<file path="src/rtl/usb_pkg.sv">
// Shared constants for the USB RX packet decoder: PIDs, pckt_rcvd codes, CRC residuals,
// FSM state encodings and the bit-serial CRC helpers.
package usb_pkg;

    localparam logic [7:0] PID_OUT   = 8'hE1;
    localparam logic [7:0] PID_IN    = 8'h69;
    localparam logic [7:0] PID_DATA0 = 8'hC3;
    localparam logic [7:0] PID_DATA1 = 8'h4B;
    localparam logic [7:0] PID_ACK   = 8'hD2;

    localparam logic [1:0] PCKT_NONE = 2'b00;
    localparam logic [1:0] PCKT_IN   = 2'b01;
    localparam logic [1:0] PCKT_OUT  = 2'b10;
    localparam logic [1:0] PCKT_DATA = 2'b11;

    localparam logic [4:0]  CRC5_RESIDUAL  = 5'b01100;
    localparam logic [15:0] CRC16_RESIDUAL = 16'h800D;

    localparam logic [2:0] StWaitIdle = 3'd0;
    localparam logic [2:0] StIdle     = 3'd1;
    localparam logic [2:0] StPid      = 3'd2;
    localparam logic [2:0] StToken    = 3'd3;
    localparam logic [2:0] StData     = 3'd4;
    localparam logic [2:0] StHshake   = 3'd5;
    localparam logic [2:0] StDiscard  = 3'd6;

    // Runs both token bytes (CRC field included) through CRC5; a good token leaves the residual.
    function automatic logic [4:0] crc5_residual(input logic [15:0] bits);
        logic [4:0] crc;
        crc = 5'h1F;
        for (int i = 0; i < 16; i++) begin
            if (bits[i] ^ crc[4]) crc = {crc[3:0], 1'b0} ^ 5'h05;
            else                  crc = {crc[3:0], 1'b0};
        end
        return crc;
    endfunction

    function automatic logic [15:0] crc16_byte(input logic [15:0] crc_in, input logic [7:0] data);
        logic [15:0] crc;
        crc = crc_in;
        for (int i = 0; i < 8; i++) begin
            if (data[i] ^ crc[15]) crc = {crc[14:0], 1'b0} ^ 16'h8005;
            else                   crc = {crc[14:0], 1'b0};
        end
        return crc;
    endfunction

endpackage

</file>
<file path="src/rtl/usb_crc16_chk.sv">
// Byte-serial USB CRC16 checker: clear at PID, feed every DATA byte including the CRC,
// ok reports the good-packet residual.
module usb_crc16_chk
    import usb_pkg::*;
(
    input  logic       clk,
    input  logic       n_rst,
    input  logic       clear,
    input  logic       en,
    input  logic [7:0] data,
    output logic       ok
);

    logic [15:0] crc_q, crc_d;

    always_comb begin
        crc_d = crc_q;
        if (clear)   crc_d = 16'hFFFF;
        else if (en) crc_d = crc16_byte(crc_q, data);
    end

    always_ff @(posedge clk) begin
        if (!n_rst) crc_q <= 16'hFFFF;
        else        crc_q <= crc_d;
    end

    assign ok = (crc_q == CRC16_RESIDUAL);

endmodule

</file>
<file path="src/rtl/usb_rx_pkt_decoder.sv">
// USB RX packet classifier: token/handshake decode and DATA payload forwarding to the RX FIFO.
// Define USB_CRC16_CHECK_EN to verify the DATA CRC16; otherwise CRC bytes are only stripped.
module usb_rx_pkt_decoder
    import usb_pkg::*;
#(
    parameter logic [3:0]  ENDPOINT      = 4'd1,
    parameter int unsigned MAX_PKT_BYTES = 64
) (
    input  logic       clk,
    input  logic       n_rst,
    input  logic       rx_active,
    input  logic [7:0] rx_byte,
    input  logic       rx_byte_valid,
    input  logic       rx_err,
    input  logic [6:0] dev_addr,
    input  logic       rx_exp_hs,
    input  logic       fifo_full,
    output logic [1:0] pckt_rcvd,
    output logic       rcvd_exp_hs,
    output logic       send_nack_in,
    output logic [7:0] rx_data,
    output logic       rx_data_wen,
    output logic       rx_data_commit,
    output logic       rx_data_abort
);

    localparam int unsigned    CntW   = $clog2(MAX_PKT_BYTES + 4);
    localparam logic [CntW-1:0] CntMax = '1;
    localparam logic [CntW-1:0] OvfIdx = CntW'(MAX_PKT_BYTES + 2);

    logic [2:0]      state_q, state_d;
    logic            tok_ok_q, tok_ok_d;
    logic            tok_out_q, tok_out_d;
    logic [CntW-1:0] cnt_q, cnt_d;
    logic [7:0]      tok_b1_q, tok_b1_d, tok_b2_q, tok_b2_d;
    logic [7:0]      dly0_q, dly0_d, dly1_q, dly1_d;
    logic            wrote_q, wrote_d;
    logic            nack_q, nack_d;
    logic [1:0]      pckt_rcvd_q, pckt_rcvd_d;
    logic            rcvd_exp_hs_q, rcvd_exp_hs_d;
    logic            send_nack_in_q, send_nack_in_d;
    logic [7:0]      rx_data_q, rx_data_d;
    logic            wen_q, wen_d;
    logic            commit_q, commit_d;
    logic            abort_q, abort_d;

    logic            decode_pid;
    logic            tok_match;
    logic            crc_clear, crc_en, crc_ok;

`ifdef USB_CRC16_CHECK_EN
    usb_crc16_chk u_crc16 (
        .clk   (clk),
        .n_rst (n_rst),
        .clear (crc_clear),
        .en    (crc_en),
        .data  (rx_byte),
        .ok    (crc_ok)
    );
`else
    logic unused_crc;
    assign unused_crc = crc_clear ^ crc_en;
    assign crc_ok     = 1'b1;
`endif

    always_comb begin
        tok_match = (cnt_q == CntW'(2))
                 && (crc5_residual({tok_b2_q, tok_b1_q}) == CRC5_RESIDUAL)
                 && (tok_b1_q[6:0] == dev_addr)
                 && ({tok_b2_q[2:0], tok_b1_q[7]} == ENDPOINT);
    end

    always_comb begin
        state_d        = state_q;
        tok_ok_d       = tok_ok_q;
        tok_out_d      = tok_out_q;
        cnt_d          = cnt_q;
        tok_b1_d       = tok_b1_q;
        tok_b2_d       = tok_b2_q;
        dly0_d         = dly0_q;
        dly1_d         = dly1_q;
        wrote_d        = wrote_q;
        nack_d         = nack_q;
        rx_data_d      = rx_data_q;
        pckt_rcvd_d    = PCKT_NONE;
        rcvd_exp_hs_d  = 1'b0;
        send_nack_in_d = 1'b0;
        wen_d          = 1'b0;
        commit_d       = 1'b0;
        abort_d        = 1'b0;
        decode_pid     = 1'b0;
        crc_clear      = 1'b0;
        crc_en         = 1'b0;

        case (state_q)
            StWaitIdle: if (!rx_active) state_d = StIdle;
            StIdle: begin
                if (rx_active) begin
                    state_d    = StPid;
                    decode_pid = rx_byte_valid;
                end
            end
            StPid: begin
                if (rx_err)             state_d    = StDiscard;
                else if (!rx_active)    state_d    = StIdle;
                else if (rx_byte_valid) decode_pid = 1'b1;
            end
            StToken: begin
                if (rx_err) begin
                    state_d = StDiscard;
                end else if (!rx_active) begin
                    state_d = StIdle;
                    if (tok_match) begin
                        pckt_rcvd_d = tok_out_q ? PCKT_OUT : PCKT_IN;
                        tok_ok_d    = tok_out_q;
                    end else begin
                        tok_ok_d = 1'b0;
                    end
                end else if (rx_byte_valid) begin
                    if (cnt_q == '0) begin
                        tok_b1_d = rx_byte;
                        cnt_d    = CntW'(1);
                    end else if (cnt_q == CntW'(1)) begin
                        tok_b2_d = rx_byte;
                        cnt_d    = CntW'(2);
                    end else begin
                        tok_ok_d = 1'b0;
                        state_d  = StDiscard;
                    end
                end
            end
            StData: begin
                if (rx_err) begin
                    state_d = StDiscard;
                    abort_d = wrote_q;
                end else if (!rx_active) begin
                    state_d = StIdle;
                    if (nack_q) begin
                        send_nack_in_d = 1'b1;
                    end else if (cnt_q >= CntW'(2) && crc_ok) begin
                        commit_d    = 1'b1;
                        pckt_rcvd_d = PCKT_DATA;
                        tok_ok_d    = 1'b0;
                    end else begin
                        abort_d = 1'b1;
                    end
                end else if (rx_byte_valid) begin
                    // Two-byte delay line keeps the trailing CRC16 out of the FIFO.
                    crc_en = 1'b1;
                    dly1_d = rx_byte;
                    dly0_d = dly1_q;
                    cnt_d  = (cnt_q == CntMax) ? cnt_q : cnt_q + 1'b1;
                    if (!nack_q && cnt_q >= CntW'(2)) begin
                        if (cnt_q == OvfIdx) begin
                            abort_d = 1'b1;
                            state_d = StDiscard;
                        end else begin
                            wen_d     = 1'b1;
                            rx_data_d = dly0_q;
                            wrote_d   = 1'b1;
                        end
                    end
                end
            end
            StHshake: begin
                if (rx_err) begin
                    state_d = StDiscard;
                end else if (!rx_active) begin
                    state_d       = StIdle;
                    rcvd_exp_hs_d = rx_exp_hs;
                end else if (rx_byte_valid) begin
                    state_d = StDiscard;
                end
            end
            StDiscard: if (!rx_active) state_d = StIdle;
            default:   state_d = StWaitIdle;
        endcase

        if (decode_pid) begin
            cnt_d     = '0;
            wrote_d   = 1'b0;
            crc_clear = 1'b1;
            if (rx_byte[7:4] != ~rx_byte[3:0]) begin
                state_d = StDiscard;
            end else begin
                case (rx_byte)
                    PID_OUT, PID_IN: begin
                        state_d   = StToken;
                        tok_out_d = (rx_byte == PID_OUT);
                    end
                    PID_DATA0, PID_DATA1: begin
                        state_d = tok_ok_q ? StData : StDiscard;
                        nack_d  = fifo_full;
                    end
                    PID_ACK: state_d = StHshake;
                    default: state_d = StDiscard;
                endcase
            end
        end
    end

    always_ff @(posedge clk) begin
        if (!n_rst) begin
            state_q        <= StWaitIdle;
            tok_ok_q       <= 1'b0;
            tok_out_q      <= 1'b0;
            cnt_q          <= '0;
            tok_b1_q       <= 8'h00;
            tok_b2_q       <= 8'h00;
            dly0_q         <= 8'h00;
            dly1_q         <= 8'h00;
            wrote_q        <= 1'b0;
            nack_q         <= 1'b0;
            pckt_rcvd_q    <= PCKT_NONE;
            rcvd_exp_hs_q  <= 1'b0;
            send_nack_in_q <= 1'b0;
            rx_data_q      <= 8'h00;
            wen_q          <= 1'b0;
            commit_q       <= 1'b0;
            abort_q        <= 1'b0;
        end else begin
            state_q        <= state_d;
            tok_ok_q       <= tok_ok_d;
            tok_out_q      <= tok_out_d;
            cnt_q          <= cnt_d;
            tok_b1_q       <= tok_b1_d;
            tok_b2_q       <= tok_b2_d;
            dly0_q         <= dly0_d;
            dly1_q         <= dly1_d;
            wrote_q        <= wrote_d;
            nack_q         <= nack_d;
            pckt_rcvd_q    <= pckt_rcvd_d;
            rcvd_exp_hs_q  <= rcvd_exp_hs_d;
            send_nack_in_q <= send_nack_in_d;
            rx_data_q      <= rx_data_d;
            wen_q          <= wen_d;
            commit_q       <= commit_d;
            abort_q        <= abort_d;
        end
    end

    assign pckt_rcvd      = pckt_rcvd_q;
    assign rcvd_exp_hs    = rcvd_exp_hs_q;
    assign send_nack_in   = send_nack_in_q;
    assign rx_data        = rx_data_q;
    assign rx_data_wen    = wen_q;
    assign rx_data_commit = commit_q;
    assign rx_data_abort  = abort_q;

endmodule

</file>
<file path="config.mk">
export PLATFORM = sky130hd
export DESIGN_NAME = usb_rx_pkt_decoder
export DESIGN_NICKNAME = d
export VERILOG_FILES = /design/src/rtl/usb_pkg.sv /design/src/rtl/usb_crc16_chk.sv /design/src/rtl/usb_rx_pkt_decoder.sv
export SDC_FILE = /design/constraint.sdc
export NUM_CORES = 1
export LEC_CHECK = 0
export ABC_AREA = 1
export BUFFER_PORTS_ARGS = -buffer_cell sky130_fd_sc_hd__buf_2
export CAP_MARGIN = 20
export CELL_PAD_IN_SITES_DETAIL_PLACEMENT = 1
export CELL_PAD_IN_SITES_GLOBAL_PLACEMENT = 2
export CORE_MARGIN = 2
export CORE_UTILIZATION = 28
export CTS_BUF_LIST = sky130_fd_sc_hd__clkbuf_16
export CTS_CLUSTER_DIAMETER = 40
export DETAILED_ROUTE_END_ITERATION = 10
export PLACE_DENSITY = 0.71
export SLEW_MARGIN = 5
export SYNTH_ARGS = -nofsm -noshare
export SYNTH_HDL_FRONTEND = slang
export SYNTH_HIERARCHICAL = 1
export SYNTH_SLANG_ARGS = --single-unit
</file>
<file path="constraint.sdc">
create_clock -name clk -period 2.3 [get_ports clk]
set_clock_uncertainty 0.1 [all_clocks]
set_input_delay 0.115 -clock clk [delete_from_list [all_inputs] [get_ports clk]]
set_output_delay 0.115 -clock clk [all_outputs]
set_load 0.03 [all_outputs]
</file>
==> impl_metrics.ini, run 1 <==
[critical_path]
start_kind = register
arrival_ps = 2210
critPathRequiredTime_ps = 2450
crit_type = reg2reg
cp_max_fo = 5
endpoint_kind = register

[layout]
diodes = 0
seq_area_mm2 = 0.00122
n_fill_cell = 1462
final_cells = 645
final_util_pct = 34.2
drive_gt1_share_pct = 18.9
finalInstanceArea_mm2 = 0.00391
nets = 523
area_growth_syn_to_layout_pct = 19.4
multiInputGateArea_mm2 = 0.00176

[place]
io_buffers = 36
globalplace.congestion = 0.835
placed_area_mm2 = 0.00360
hpwl_mm = 6.87
dp.cells = 626

[flow_run]
drv_cap = 0

[route]
drc = 0
viasPerCell = 4.67
drtIter0Drc = 157
wire_per_inst_um = 14.0
wl_mm = 9.05
first_pass_iters = 4
vias = 3015
ant_nets = 0

[clock_network]
cts.sinks = 61
root_buffer = clkbuf_16
cts_max_path_buffers = 2
clk_pin_slew_worst_paths_ps = 50
numCtsBuffers = 9
cts_setup_buffers = 0
clk_latency_ps = 330
ctsHtreeMaxLevel = 3
tritoncts = built

[global_route]
grt_max_degree = 45
gr-usage-all-layers_pct = 15.1
antenna_found_initial = 0
grt_pass1_wl_mm = 15.1
grt_pass1_vias = 3023
grt-ovfl-total = 0

[timing]
grt_setup_unrepaired = no
finalSetupViolations = 0
worst_pin_slew_ps = 484
period_share_pct = 89.6
slew_viol_final = 0
fmax_ghz = 0.485
period_needed_ps = 2060
relSlewSlack_pct = 67.4
hold_viol = 0
setup_tns_ps = 0

[yosys]
synth_edf_count = 0
ys_seq_area_share_pct = 37.3
syn_inst = 454
yosysUniqueCellTypes = 45
async_flop_share_pct = 0
ys_seq_elements = 61
syn-num-nets = 480
yosys_warnings = 6
syn_area_mm2 = 0.00328
syn_avg_cell_area_um2 = 7.22
ys.flop_type = dfxtp_1

[power_and_ir_drop]
p_per_area_mw_per_mm2 = 712
irDropWorstVdd_mv = 0.410
p_leak_uw = 0.00163

[floorplanning]
start_util_pct = 28.7
rows = 39
core_area_mm2 = 0.0114
floorplan.die_area_mm2 = 0.0126
io_pins = 37
dieWidth_um = 112
fp.dieH_um = 112

[min_path]
hp-class = in2reg

[outcome]
status = completed
## repair_timing
action / CTS / global route
hold buffers: 3 / 0
resized for setup: 0 / 2
setup endpoints to repair: 0 / 2
hold endpoints to repair: 5 / 0
## cell families after synthesis
family                   synth area share [%]
AND/OR/NAND/NOR                          31.2
adder cells (fa/ha/maj)                  1.53
XOR/XNOR                                 3.44
AO/OA/AOI/OAI                            17.4
buffers and inverters                    9.09
flip-flops                               37.3
## cell usage in the layout, fill, tap and decap left out, drive strengths merged
cell type     n
o21a          1
a21oi        39
a31oi         3
xor2          7
nand2        80
a21o          1
or3           1
clkbuf        9
nand3        27
o211ai        1
nor4          5
a21boi        1
ha            4
o22ai         1
nand4         5
xnor2         5
nor2         70
a211oi        2
nand3b        1
dlygate4sd3   3
buf          41
inv          55
clkinv        9
nor3b         1
o21ai        55
dfxtp        61
a311oi        1
nor3         12
clkinvlp      1
## worst paths after layout
| path | slack [ps] | endpoint | cells past startpoint | from |
|---|---|---|---|---|
| worst max-delay path | 240 | pckt_rcvd[1] | 10 | cnt_q[0] |
| worst min-delay path | 10 | rcvd_exp_hs | 2 | rx_err |
| worst max register to register | 240 | pckt_rcvd[1] | 10 | cnt_q[0] |
| worst min register to register | 370 | tok_ok_q | 2 | tok_ok_q |
## layer usage
layer | routed length (um) | up-vias | part of all wire (%) | GRT usage [%]
li1 | - | 1571 | - | -
met1 | 4360 | 1404 | 48 | 19.4
met2 | 4290 | 30 | 47 | 25.1
met3 | 230 | 10 | 2.5 | 3.08
met4 | 162 | 0 | 1.8 | 5.85
met5 | 0 | - | 0 | 0
## per-stage QoR
stage          hold WS (ps)  total power (uW)  worst slack (ps)
3_3_place_gp            292              1540               219
5_1_grt                25.4              2910              36.9
2_1_floorplan           168              1430               557
6_report               14.9              2780               240
3_5_place_dp            289              1550               133
4_1_cts                3.34              2820              93.0
## flip-flops by register name (all words and copies together) (netlist names), 2 cells and up
register and flops:
dly0_q 8, dly1_q 8, rx_data 8, tok_b1_q 8
tok_b2_q 8, cnt_q 7, state_q 3, pckt_rcvd 2
## report_power, final
part	total [uW]	leakage [uW]	switching, uW	internal [uW]
clock network	1250	0.000135	523	731
logic	397	0.00101	264	133
registers	1130	0.000492	42.5	1090
total	2780	0.00163	830	1950
## worst max-delay path, stage by stage (launching register included)
cell     delay (ps)
dfxtp_1         350
inv_1           120
ha_1            230
nand2_1         140
nor2_2          190
nand3_1          80
nor2_1          140
nand2_1          90
nor3_2          230
nand4_1         140
a21oi_1         160
## cell type report
| cell class | instances | share of cell area (%) |
|---|---|---|
| Clock buffer | 9 | 5.76 |
| Tap cell | 143 | 4.58 |
| Multi-Input combinational cell | 323 | 45.0 |
| Sequential cell | 61 | 31.3 |
| Timing Repair Buffer | 44 | 6.34 |
| Inverter | 58 | 5.73 |
| Clock inverter | 7 | 1.34 |
## cells in the mapped netlist, types with 3 or more instances
cell type | n | area (um^2)
a21oi_1 | 37 | 185
xnor2_1 | 5 | 43.8
a31oi_1 | 3 | 18.8
nand3_4 | 3 | 52.6
nand3_1 | 24 | 120
nor3_2 | 3 | 30.0
xor2_1 | 6 | 52.6
nor2_1 | 65 | 244
nand2_1 | 75 | 282
inv_2 | 6 | 22.5
ha_1 | 4 | 50.1
dfxtp_1 | 61 | 1220
nand2_4 | 3 | 33.8
nor4_4 | 3 | 63.8
nor3_1 | 7 | 35.0
inv_1 | 49 | 184
clkbuf_1 | 5 | 18.8
nand4_1 | 4 | 25.0
nor2_4 | 3 | 33.8
buf_4 | 3 | 22.5
o21ai_0 | 51 | 255
Power figures use the tool's default switching activity.
==> inputs of run 2 (changes only) <==
- SETUP_SLACK_MARGIN: default -> 0.5
==> impl_metrics.ini, run 2 (synthesis gave the netlist of run 1 again) <==
[outcome]
status = completed

[critical_path]
critPathRequiredTime_ps = 2430
cp_max_fo = 6
crit_type = reg2reg
reg2reg_depth = 10
endpoint_kind = register
rr_endpoint = rx_data[7]
rrSetupSlack_ps = 490
arrival_ps = 1940
start_kind = register
rr_startpoint = state_q[1]

[power_and_ir_drop]
comb_power_share_pct = 18.1
p_switching_uw = 888
pwr-share-clk_pct = 43.1
switching_share_pct = 30.3
p_per_area_mw_per_mm2 = 651
p_leak_uw = 0.00191
power_frac_seq_pct = 38.9
p_int_uw = 2040
irDropWorstVdd_mv = 0.411

[timing]
grt_setup_unrepaired = yes
setup_tns_ps = 0
worst_pin_slew_ps = 484
relSlewSlack_pct = 67.4
period_share_pct = 78.7
fmax_ghz = 0.552
period_needed_ps = 1810
hold_viol = 0
finalSetupViolations = 0
slew_viol_final = 0

[floorplanning]
fp.dieH_um = 112
io_pins = 37
start_util_pct = 28.7
dieWidth_um = 112
floorplan.die_area_mm2 = 0.0126
rows = 39
core_area_mm2 = 0.0114

[global_route]
grt_max_degree = 45
antenna_found_initial = 0
grtUsageMet3_pct = 3.08
gr-usage-met2_pct = 27.6
use_met1_pct = 20.6
gr-usage-all-layers_pct = 16.2
grt_pass1_wl_mm = 16.1
grt-ovfl-total = 0
grt_pass1_vias = 3184
grt.busiest_layer = met2

[clock_network]
numCtsBuffers = 9
cts.sinks = 61
ctsHtreeMaxLevel = 3
cts_max_path_buffers = 2
tritoncts = built
clk_pin_slew_worst_paths_ps = 60
clk_latency_ps = 340
root_buffer = clkbuf_16

[route]
first_pass_iters = 4
wire_per_inst_um = 15.0
viasPerCell = 4.78
wl_mm = 10.1
drtIter0Drc = 152
vias = 3238
ant_nets = 0
drc = 0

[layout]
layout_common_cells = nand2_1, nor2_1, dfxtp_1
nets = 556
diodes = 0
drive_gt1_share_pct = 39.3
final_cells = 678
area_growth_syn_to_layout_pct = 37.4
finalInstanceArea_mm2 = 0.00450
final_util_pct = 39.4

[place]
io_buffers = 36
hpwl_mm = 6.87
placed_area_mm2 = 0.00360
globalplace.congestion = 0.835
dp.cells = 626

[min_path]
holdPathEnd = tok_b2_q[1]
hp-class = in2reg
hp-start = rx_byte[1]
worstHoldPathCells = 3

[flow_run]
drv_cap = 0
run 2: changes by cell type in the layout (fill, tap and decap cells not counted), moves of 6 or more:
cell / delta
buf_4: +25
dfxtp_1: -14
dfxtp_2: +7
dfxtp_4: +7
inv_1: -13
inv_2: +8
nand2_1: -23
nand2_2: +22
nor2_1: -12
nor2_2: +6
nor2_4: +6
o21ai_0: -9
o21ai_2: +6
run 2: power by group through the flow:
stage / logic [uW] / clock network [uW] / registers, uW
2_1_floorplan: 291 / 0 / 1140
3_3_place_gp: 387 / 0 / 1160
3_5_place_dp: 390 / 0 / 1160
4_1_cts: 414 / 1290 / 1140
5_1_grt: 582 / 1330 / 1140
6_report: 530 / 1260 / 1140
run 2: worst max-delay path by stage:
stage	slack (ps)	startpoint	to	depth (start not counted)
floorplan	560	cnt_q[1]	cnt_q[5]	12
global placement	220	cnt_q[1]	pckt_rcvd[1]	9
detailed placement	130	cnt_q[1]	pckt_rcvd[1]	9
CTS	440	tok_b1_q[2]	pckt_rcvd[1]	11
global route	370	state_q[1]	rx_data[1]	11
finish	490	state_q[1]	rx_data[7]	10
run 2: through the flow:
stage	hold WS [ps]	setup slack (ps)	power, uW
CTS	3.37	444	2840
global placement	292	219	1540
finish	11.6	489	2930
global route	16.5	372	3050
detailed placement	289	133	1550
floorplan	168	557	1430
run 2: layout make-up:
type	instances	area (um^2)
Timing Repair Buffer	75	512
Clock inverter	7	52.6
Timing Repair inverter	1	8.76
Inverter	58	250
Fill cell	1432	6920
Sequential cell	61	1260
Tap cell	143	179
Multi-Input combinational cell	324	2020
Clock buffer	9	225
run 2: worst max-delay path: stages (launching register included):
cell and delay (ps):
dfxtp_4 360, inv_4 60, nand2_4 60, nor2_4 170, inv_4 50, nor3_4 250
nand2_4 100, nor2_4 200, nand2_4 150, o21ai_1 150, nor2_1 50
run 2: layer usage:
metal  share of wire, %  wire [um]  vias up
met5                  0          0        -
met4                1.6        162        0
met3                2.7        270       10
met2                 50       5040       45
met1                 46       4670     1535
li1                   -          -     1648
run 2: what timing repair did:
item | CTS | global route
setup endpoints to repair | 38 | 43
endpoints found under the hold margin | 5 | 0
hold buffers | 3 | 0
cloned | 2 | 1
resized for setup | 38 | 91
pin swaps | 10 | 43
buffers inserted | 11 | 19
==> inputs of run 3 (changes only) <==
- PLACE_DENSITY: 0.71 -> 0.73
- clock period: 2.3 -> 1.6 ns (I/O delays scaled with it)
==> impl_metrics.ini, run 3 (synthesis gave the netlist of run 1 again) <==
[outcome]
status = finished with violations
violations = setup timing

[global_route]
gr-usage-met2_pct = 36.9
grtUsageMet3_pct = 3.56
grt-ovfl-total = 0
grt_pass1_vias = 3862
antenna_found_initial = 0
grt_pass1_wl_mm = 19.3
grt_max_degree = 41
gr-usage-all-layers_pct = 19.3
grt.busiest_layer = met2
use_met1_pct = 21.7

[critical_path]
slowest_stage = dfxtp_4
crit_type = reg2reg
rrSetupSlack_ps = -190
rr_startpoint = cnt_q[0]
start_kind = register
rr_endpoint = rx_data_abort
arrival_ps = 1910
crit_path_frequent_cell = buf_6
critPathMaxStageDelay_ps = 370
cp_max_fo = 3
endpoint_kind = register
cp_num_buf_inv = 4
critPathRequiredTime_ps = 1720
worstPathCellList = inv_4 -> ha_4 -> buf_6 -> nor4_4 -> buf_4 -> buf_6 -> nand3_2 -> a311oi_2
reg2reg_depth = 8
crit_family = buffers and inverters

[layout]
area_growth_syn_to_layout_pct = 70.7
final_util_pct = 49.0
final_common_cell = buf_4
drive_gt1_share_pct = 55.9
layout_common_cells = buf_4, nor2_1, nand2_1, dfxtp_1, buf_2
diodes = 0
nets = 626
finalInstanceArea_mm2 = 0.00559

[floorplanning]
rows = 39
floorplan.die_area_mm2 = 0.0126
dieWidth_um = 112
core_area_mm2 = 0.0114
fp.dieH_um = 112
io_pins = 37
start_util_pct = 28.7

[timing]
fmax_ghz = 0.559
period_share_pct = 112
finalSetupViolations = 56
grt_setup_unrepaired = yes
worst_pin_slew_ps = 558
hold_viol = 0
period_needed_ps = 1790
fin_ws_ps = -189
slew_viol_final = 0
relSlewSlack_pct = 62.8

[min_path]
hp-start = n_rst
holdPathEnd = send_nack_in
hp-class = in2reg
worstHoldPathCells = 3

[clock_network]
cts_max_path_buffers = 2
clk_latency_ps = 330
clk_pin_slew_worst_paths_ps = 50
tritoncts = built
root_buffer = clkbuf_16
ctsHtreeMaxLevel = 3
cts.sinks = 61
numCtsBuffers = 9

[place]
hpwl_mm = 7.99
io_buffers = 36
placed_area_mm2 = 0.00416
globalplace.congestion = 0.883

[route]
wl_mm = 12.3
viasPerCell = 4.81
wire_per_inst_um = 16.4
drtIter0Drc = 108
ant_nets = 0
first_pass_iters = 4
drc = 0
vias = 3600

[power_and_ir_drop]
irDropWorstVdd_mv = 0.565
p_leak_uw = 0.00241
p_per_area_mw_per_mm2 = 854

[flow_run]
drv_cap = 0
[run 3: metal layers]
| layer | routed length, um | part of all wire [%] |
|---|---|---|
| met1 | 4900 | 40 |
| met2 | 6820 | 56 |
| met3 | 276 | 2.2 |
| met4 | 272 | 2.2 |
| met5 | 0 | 0 |
[run 3: how the worst max path moves through the flow]
stage,startpoint,end,slack (ps),depth (start not counted)
finish,cnt_q[0],rx_data_abort,-190,8
floorplan,cnt_q[0],state_q[2],-30,9
global route,cnt_q[0],state_q[2],-290,10
CTS,cnt_q[1],cnt_q[0],-140,10
detailed placement,tok_b1_q[0],tok_ok_q,-230,10
global placement,tok_b1_q[0],tok_ok_q,-190,10
[run 3: worst register-to-register path: cells and delay by family, from the launching register on]
kind | cells | cell delay [ps]
buf+inv | 4 | 450
flops | 1 | 370
simple gates | 2 | 310
compound gates | 1 | 280
fa+ha+maj | 1 | 170
[run 3: report_power, final]
group,internal [uW],total [uW],switching [uW]
sequential,1570,1630,64.8
clock,1200,1940,746
combinational,578,1200,619
total,3340,4770,1430
[run 3: per-stage QoR]
stage,hold slack [ps],cells,TNS (ps),power [uW],worst slack (ps)
2_1_floorplan,133,454,-74.1,2090,-31.1
3_5_place_dp,266,683,-4270,2430,-231
5_1_grt,29.8,748,-10020,4980,-290
3_3_place_gp,245,683,-3090,2410,-186
4_1_cts,12.5,735,-2810,4690,-139
6_report,34.3,748,-5660,4770,-189
[run 3: layout make-up]
cell class,instances,area [um^2]
clock buffer,9,225
clock inverter,7,66.3
fill,1359,5830
inverter,58,265
multi-input combinational,323,2300
sequential,61,1280
tap,143,179
timing repair buffer,145,1250
timing repair inverter,2,27.5
[run 3: repair_timing]
action | CTS | global route
resized for setup | 135 | 91
pin swaps | 38 | 27
buffers inserted | 30 | 12
hold buffers | 4 | 0
endpoints found under the hold margin | 2 | 0
gates cloned | 2 | 1
endpoints found under the setup margin | 61 | 60
